### src/rtl/alu_exec_seq.sv
`default_nettype none
// ============================================================================
// alu_exec_seq: five-state execute sequencer (read A, read B, exec, write back)
// looped around an 8x16 register file. Revision: 1.0
// ============================================================================
module alu_exec_seq #(
  parameter int W  = 16,
  parameter int RB = 3
) (
  input  logic          clk,
  input  logic          reset,
  input  logic          start,
  input  logic [1:0]    op,
  input  logic [1:0]    shift,
  input  logic [RB-1:0] rn,
  input  logic [RB-1:0] rm,
  input  logic [RB-1:0] rd,
  input  logic          wb,
  input  logic [W-1:0]  rf_data_out,
  output logic [RB-1:0] rf_readnum,
  output logic [RB-1:0] rf_writenum,
  output logic          rf_write,
  output logic [W-1:0]  rf_data_in,
  output logic          busy,
  output logic          done,
  output logic          Z,
  output logic          N,
  output logic          V
);

  localparam logic [1:0] OP_ADD = 2'b00;
  localparam logic [1:0] OP_SUB = 2'b01;
  localparam logic [1:0] OP_AND = 2'b10;
  localparam logic [1:0] OP_MVN = 2'b11;

  typedef enum logic [2:0] {
    S_IDLE   = 3'd0,
    S_READ_A = 3'd1,
    S_READ_B = 3'd2,
    S_EXEC   = 3'd3,
    S_WRITE  = 3'd4
  } state_t;

  state_t        state;
  state_t        state_nx;
  logic [W-1:0]  a_q;
  logic [W-1:0]  b_q;
  logic [W-1:0]  c_q;
  logic [RB-1:0] rn_l;
  logic [RB-1:0] rm_l;
  logic [RB-1:0] rd_l;
  logic [1:0]    op_l;
  logic [1:0]    shift_l;
  logic          wb_l;

  logic [W-1:0]  bsh;
  logic [W-1:0]  bop;
  logic [W-1:0]  alu_res;
  logic          alu_v;

  always_comb begin
    bsh = b_q;
    case (shift_l)
      2'b01:   bsh = {b_q[W-2:0], 1'b0};
      2'b10:   bsh = {1'b0, b_q[W-1:1]};
      2'b11:   bsh = {b_q[W-1], b_q[W-1:1]};
      default: bsh = b_q;
    endcase

    bop     = (op_l == OP_SUB) ? ~bsh : bsh;
    alu_res = '0;
    alu_v   = 1'b0;
    case (op_l)
      OP_ADD:  alu_res = a_q + bsh;
      OP_SUB:  alu_res = a_q - bsh;
      OP_AND:  alu_res = a_q & bsh;
      OP_MVN:  alu_res = ~bsh;
      default: alu_res = '0;
    endcase

    // Overflow: operands (as seen by the adder) agree in sign, result does not.
    if (op_l == OP_ADD || op_l == OP_SUB)
      alu_v = (a_q[W-1] == bop[W-1]) && (alu_res[W-1] != a_q[W-1]);
  end

  always_ff @(posedge clk) begin
    if (reset) begin
      state   <= S_IDLE;
      a_q     <= '0;
      b_q     <= '0;
      c_q     <= '0;
      rn_l    <= '0;
      rm_l    <= '0;
      rd_l    <= '0;
      op_l    <= '0;
      shift_l <= '0;
      wb_l    <= 1'b0;
      Z       <= 1'b0;
      N       <= 1'b0;
      V       <= 1'b0;
    end else begin
      state <= state_nx;
      case (state)
        S_IDLE: begin
          if (start) begin
            op_l    <= op;
            shift_l <= shift;
            rn_l    <= rn;
            rm_l    <= rm;
            rd_l    <= rd;
            wb_l    <= wb;
          end
        end
        S_READ_A: a_q <= rf_data_out;
        S_READ_B: b_q <= rf_data_out;
        S_EXEC: begin
          c_q <= alu_res;
          Z   <= (alu_res == '0);
          N   <= alu_res[W-1];
          V   <= alu_v;
        end
        default: ;
      endcase
    end
  end

  always_comb begin
    state_nx    = state;
    rf_readnum  = '0;
    rf_writenum = '0;
    rf_write    = 1'b0;
    done        = 1'b0;
    busy        = (state != S_IDLE);
    case (state)
      S_IDLE:   if (start) state_nx = S_READ_A;
      S_READ_A: begin
        rf_readnum = rn_l;
        state_nx   = S_READ_B;
      end
      S_READ_B: begin
        rf_readnum = rm_l;
        state_nx   = S_EXEC;
      end
      S_EXEC:   state_nx = S_WRITE;
      S_WRITE: begin
        rf_writenum = rd_l;
        rf_write    = wb_l;
        done        = 1'b1;
        state_nx    = S_IDLE;
      end
      default:  state_nx = S_IDLE;
    endcase
  end

  assign rf_data_in = c_q;

endmodule
`default_nettype wire

### config.mk
export PLATFORM = sky130hd
export DESIGN_NAME = alu_exec_seq
export DESIGN_NICKNAME = d
export VERILOG_FILES = /design/src/rtl/alu_exec_seq.sv
export SDC_FILE = /design/constraint.sdc
export NUM_CORES = 1
export LEC_CHECK = 0
export ABC_CLOCK_PERIOD_IN_PS = 4700
export BUFFER_PORTS_ARGS = -buffer_cell sky130_fd_sc_hd__buf_4
export CAP_MARGIN = 40
export CORE_MARGIN = 1.5
export CORE_UTILIZATION = 50
export CTS_CLUSTER_SIZE = 30
export DETAILED_ROUTE_END_ITERATION = 16
export HOLD_SLACK_MARGIN = 0.06
export PLACE_DENSITY = 0.73
export SETUP_SLACK_MARGIN = 0.15
export SLEW_MARGIN = 20
export SYNTH_ARGS = -nofsm -noshare
export SYNTH_HDL_FRONTEND = slang
export SYNTH_SLANG_ARGS = --single-unit
### constraint.sdc
create_clock -name clk -period 4.7 [get_ports clk]
set_input_delay 0.235 -clock clk [delete_from_list [all_inputs] [get_ports clk]]
set_output_delay 0.235 -clock clk [all_outputs]
set_load 0.01 [all_outputs]
==> results.sh <==
export IMPL_required_ns=4.97
export IMPL_finalHoldViolCount=0
export IMPL_worst_path_buf_inv=0
export IMPL_maxSlewViolCount=0
export IMPL_die_area_sq_um=9770
export IMPL_ff2ff_path_depth=15
export IMPL_cp_slowest_cell="dfxtp_2"
export IMPL_startpoint_type="flip-flop"
export IMPL_coreArea_sq_um=8810
export IMPL_status="finished with violations"
export IMPL_syn_num_nets=655
export IMPL_io_pins=61
export IMPL_synth_edf_count=0
export IMPL_worstPathCellList="mux2_2, mux2i_1, ha_1, nand3_1, nor2b_1, nor2_1, xor2_1, ha_1, a21oi_1, nor2_1, a21oi_1, a21oi_1, o31a_1, o31a_1, a211oi_1"
export IMPL_violations="design-rule violations"
export IMPL_drt_iter0_drc=150
export IMPL_clkLatencyLatePin_ns=0.35
export IMPL_start_util=0.522
export IMPL_grt_pass1_wl_mm=19.7
export IMPL_arrival_ns=4.42
export IMPL_p_leak_nw=2.08
export IMPL_fillerInstances=809
export IMPL_end_kind="flip-flop"
export IMPL_hp_class="input pin to flip-flop"
export IMPL_wl_mm=11.7
export IMPL_p_int_mw=1.27
export IMPL_track_usage=0.249
export IMPL_min_to="wb_l"
export IMPL_ys_warn_count=0
export IMPL_cp_max_fo=10
export IMPL_netlist_instances=604
export IMPL_drc=1
export IMPL_holdCritStartpoint="wb"
export IMPL_cts_tree="yes"
export IMPL_ys_types=74
export IMPL_synth_area_per_cell_sq_um=7.61
export IMPL_dpl_hpwl_mm=8.73
export IMPL_r2r_slack_ns=0.55
export IMPL_max_cap_violations=0
export IMPL_place_inst=743
export IMPL_fp_dieH_um=98.9
export IMPL_wl_per_cell_um=15.4
export IMPL_final_period_utilization=0.883
export IMPL_cp_common_cell="a21oi_1"
export IMPL_port_buffers=60
export IMPL_ys_ff_latch=67
export IMPL_chipWidth_um=98.9
export IMPL_overflow=0
export IMPL_p_switching_mw=0.809
export IMPL_ys_seq_area_frac=0.292
export IMPL_critPathMaxStageDelay_ns=0.46
export IMPL_clock_sinks=67
export IMPL_hold_depth=3
export IMPL_place_gp_congestion=0.946
export IMPL_p_comb_frac=0.443
export IMPL_worst_setup_path_type="flip-flop to flip-flop"
export IMPL_place_area_sq_um=5060
export IMPL_first_pass_iters=11
export IMPL_register_area_sq_um=1340
export IMPL_fin_skew_ns=0.00778
export IMPL_rsz0062_at_grt="no"
export IMPL_cts_buffers=9
export IMPL_ant_nets=0
export IMPL_timing_fmax_mhz=241
export IMPL_fin_cells=759
export IMPL_period_minus_slack_ns=4.15
export IMPL_fin_area_sq_um=5280
export IMPL_r2r_start="shift_l[0]"
export IMPL_drive_above_1_share=0.178
export IMPL_setup_viol=0
export IMPL_via_count=4348
export IMPL_power_frac_seq=0.311
export IMPL_root_buffer="clkbuf_8"
export IMPL_n_antenna_cell=0
export IMPL_postSynth_asyncResetShare=0
export IMPL_setup_tns_ns=0
export IMPL_grt_pass1_vias=4055
export IMPL_multi_input_area_sq_um=3030
export IMPL_tightestPinTransition_ns=0.725
export IMPL_num_rows=34
export IMPL_ir_drop_v=0.000212
export IMPL_syn_cell_area_sq_um=4590
export IMPL_r2r_end="rf_data_in[14]"
export IMPL_relSlewSlack=0.517
export IMPL_grt_antenna_before_repair=0
export IMPL_swShare=0.389
export IMPL_ys_flop_type="dfxtp_1"
export IMPL_finalNetCount=697
export IMPL_clkPwrFrac=0.246
export IMPL_area_delta_synth_final_pct=14.9
export IMPL_cts_max_path_buffers=2
export IMPL_grt_max_degree=68
export IMPL_clk_pin_slew_ns=0.08
export IMPL_cts_hold_buf=0
export IMPL_viasPerCell=5.73
export IMPL_powerDensity_nw_per_um2=394
export IMPL_cts_max_level=3
export IMPL_whs_ns=0.132
export IMPL_crit_family="compound AO/OA/AOI/OAI gates"
placed cells by master (no fill, tap or decap), drive strengths merged, types with 6 or more instances in the layout:
cell	n
a21oi	75
clkbuf	11
xor2	11
and2	8
nor2	40
ha	17
o21ai	24
a22oi	6
xnor2	9
mux2i	24
nor3	16
a211oi	17
buf	67
dfxtp	67
nor2b	17
nand2	132
inv	15
timing repair:
action,4_1_cts,5_1_grt
endpoints found under the setup margin,0,2
buffers inserted,0,0
gates resized for setup,0,1
registers in the layout, indices dropped and copies added (netlist names):
signal,cells
rn_l,3
N,1
rm_l,3
rf_data_in,15
state,3
rd_l,3
a_q,16
op_l,2
V,1
b_q,16
Z,1
shift_l,2
wb_l,1
cell type report:
type,count,share of cell area
Multi-Input combinational cell,485,0.573
Sequential cell,67,0.254
Clock inverter,5,0.0116
Tap cell,108,0.0256
Clock buffer,11,0.0287
Timing Repair Buffer,67,0.0953
Inverter,16,0.0114
routing by layer:
| layer | GRT usage | wire length (um) | vias up |
|---|---|---|---|
| met1 | 0.313 | 5380 | 2013 |
| met3 | 0.0404 | 338 | 29 |
| met2 | 0.421 | 5570 | 88 |
| met5 | 0 | 0 | - |
| met4 | 0.110 | 367 | 0 |
| li1 | - | - | 2218 |
cell families (layout without fill, tap and decap cells):
family                     count (synthesis)  after routing  share of synthesized area
and+or+nand+nor                          247            247                      0.247
AOI/OAI and AO/OA                        171            171                      0.251
buffers and inverters                     52             99                     0.0507
adders and majority gates                 18             18                     0.0507
muxes                                     29             29                     0.0689
xor gates and xnor gates                  20             20                     0.0398
DFF                                       67             67                      0.292
metrics by stage:
stage	utilization	total power, mW	worst slack, ns
6_report	0.599	2.08	0.552
4_1_cts	0.599	2.09	0.483
2_1_floorplan	-	1.37	0.902
3_5_place_dp	0.575	1.57	0.503
5_1_grt	0.599	2.23	0.242
3_3_place_gp	0.575	1.56	0.647
power by group through the flow:
stage / clock (mW) / combinational, mW / sequential (mW)
floorplan: 0 / 0.726 / 0.642
global placement: 0 / 0.905 / 0.658
detailed placement: 0 / 0.911 / 0.660
CTS: 0.524 / 0.916 / 0.646
global route: 0.543 / 1.04 / 0.653
finish: 0.511 / 0.920 / 0.647
cells in the mapped netlist (4+ instances only):
| master | n | area, sq um |
|---|---|---|
| a211oi_1 | 15 | 113 |
| a21o_1 | 4 | 30.0 |
| a21oi_1 | 73 | 365 |
| a31oi_1 | 5 | 31.3 |
| and2_1 | 7 | 43.8 |
| clkbuf_1 | 25 | 93.8 |
| dfxtp_1 | 67 | 1340 |
| ha_1 | 17 | 213 |
| inv_1 | 14 | 52.6 |
| mux2i_1 | 23 | 230 |
| nand2_1 | 132 | 495 |
| nand2b_1 | 5 | 31.3 |
| nand3_1 | 4 | 20.0 |
| nor2_1 | 40 | 150 |
| nor2b_1 | 17 | 106 |
| nor3_1 | 16 | 80.1 |
| nor3b_1 | 5 | 37.5 |
| o21a_1 | 4 | 30.0 |
| o21ai_0 | 20 | 100 |
| o31a_1 | 5 | 43.8 |
| xnor2_1 | 8 | 70.1 |
| xor2_1 | 11 | 96.3 |
tightest hold or removal path: cells and delay by family:
family / cells / cell delay [ns]
compound gates: 1 / 0.05
buf+inv: 1 / 0.11
simple gates: 1 / 0.04
how the worst max path moves through the flow:
| stage | from | to | slack (ns) | cells after the start |
|---|---|---|---|---|
| after floorplan | shift_l[0] | V | 0.90 | 18 |
| after global placement | shift_l[0] | V | 0.65 | 16 |
| after detailed placement | shift_l[0] | V | 0.50 | 17 |
| after CTS | shift_l[0] | V | 0.48 | 17 |
| after global routing | shift_l[0] | V | 0.24 | 16 |
| final | shift_l[0] | rf_data_in[14] | 0.55 | 15 |
Note: power is estimated with default switching activity, not from simulation.
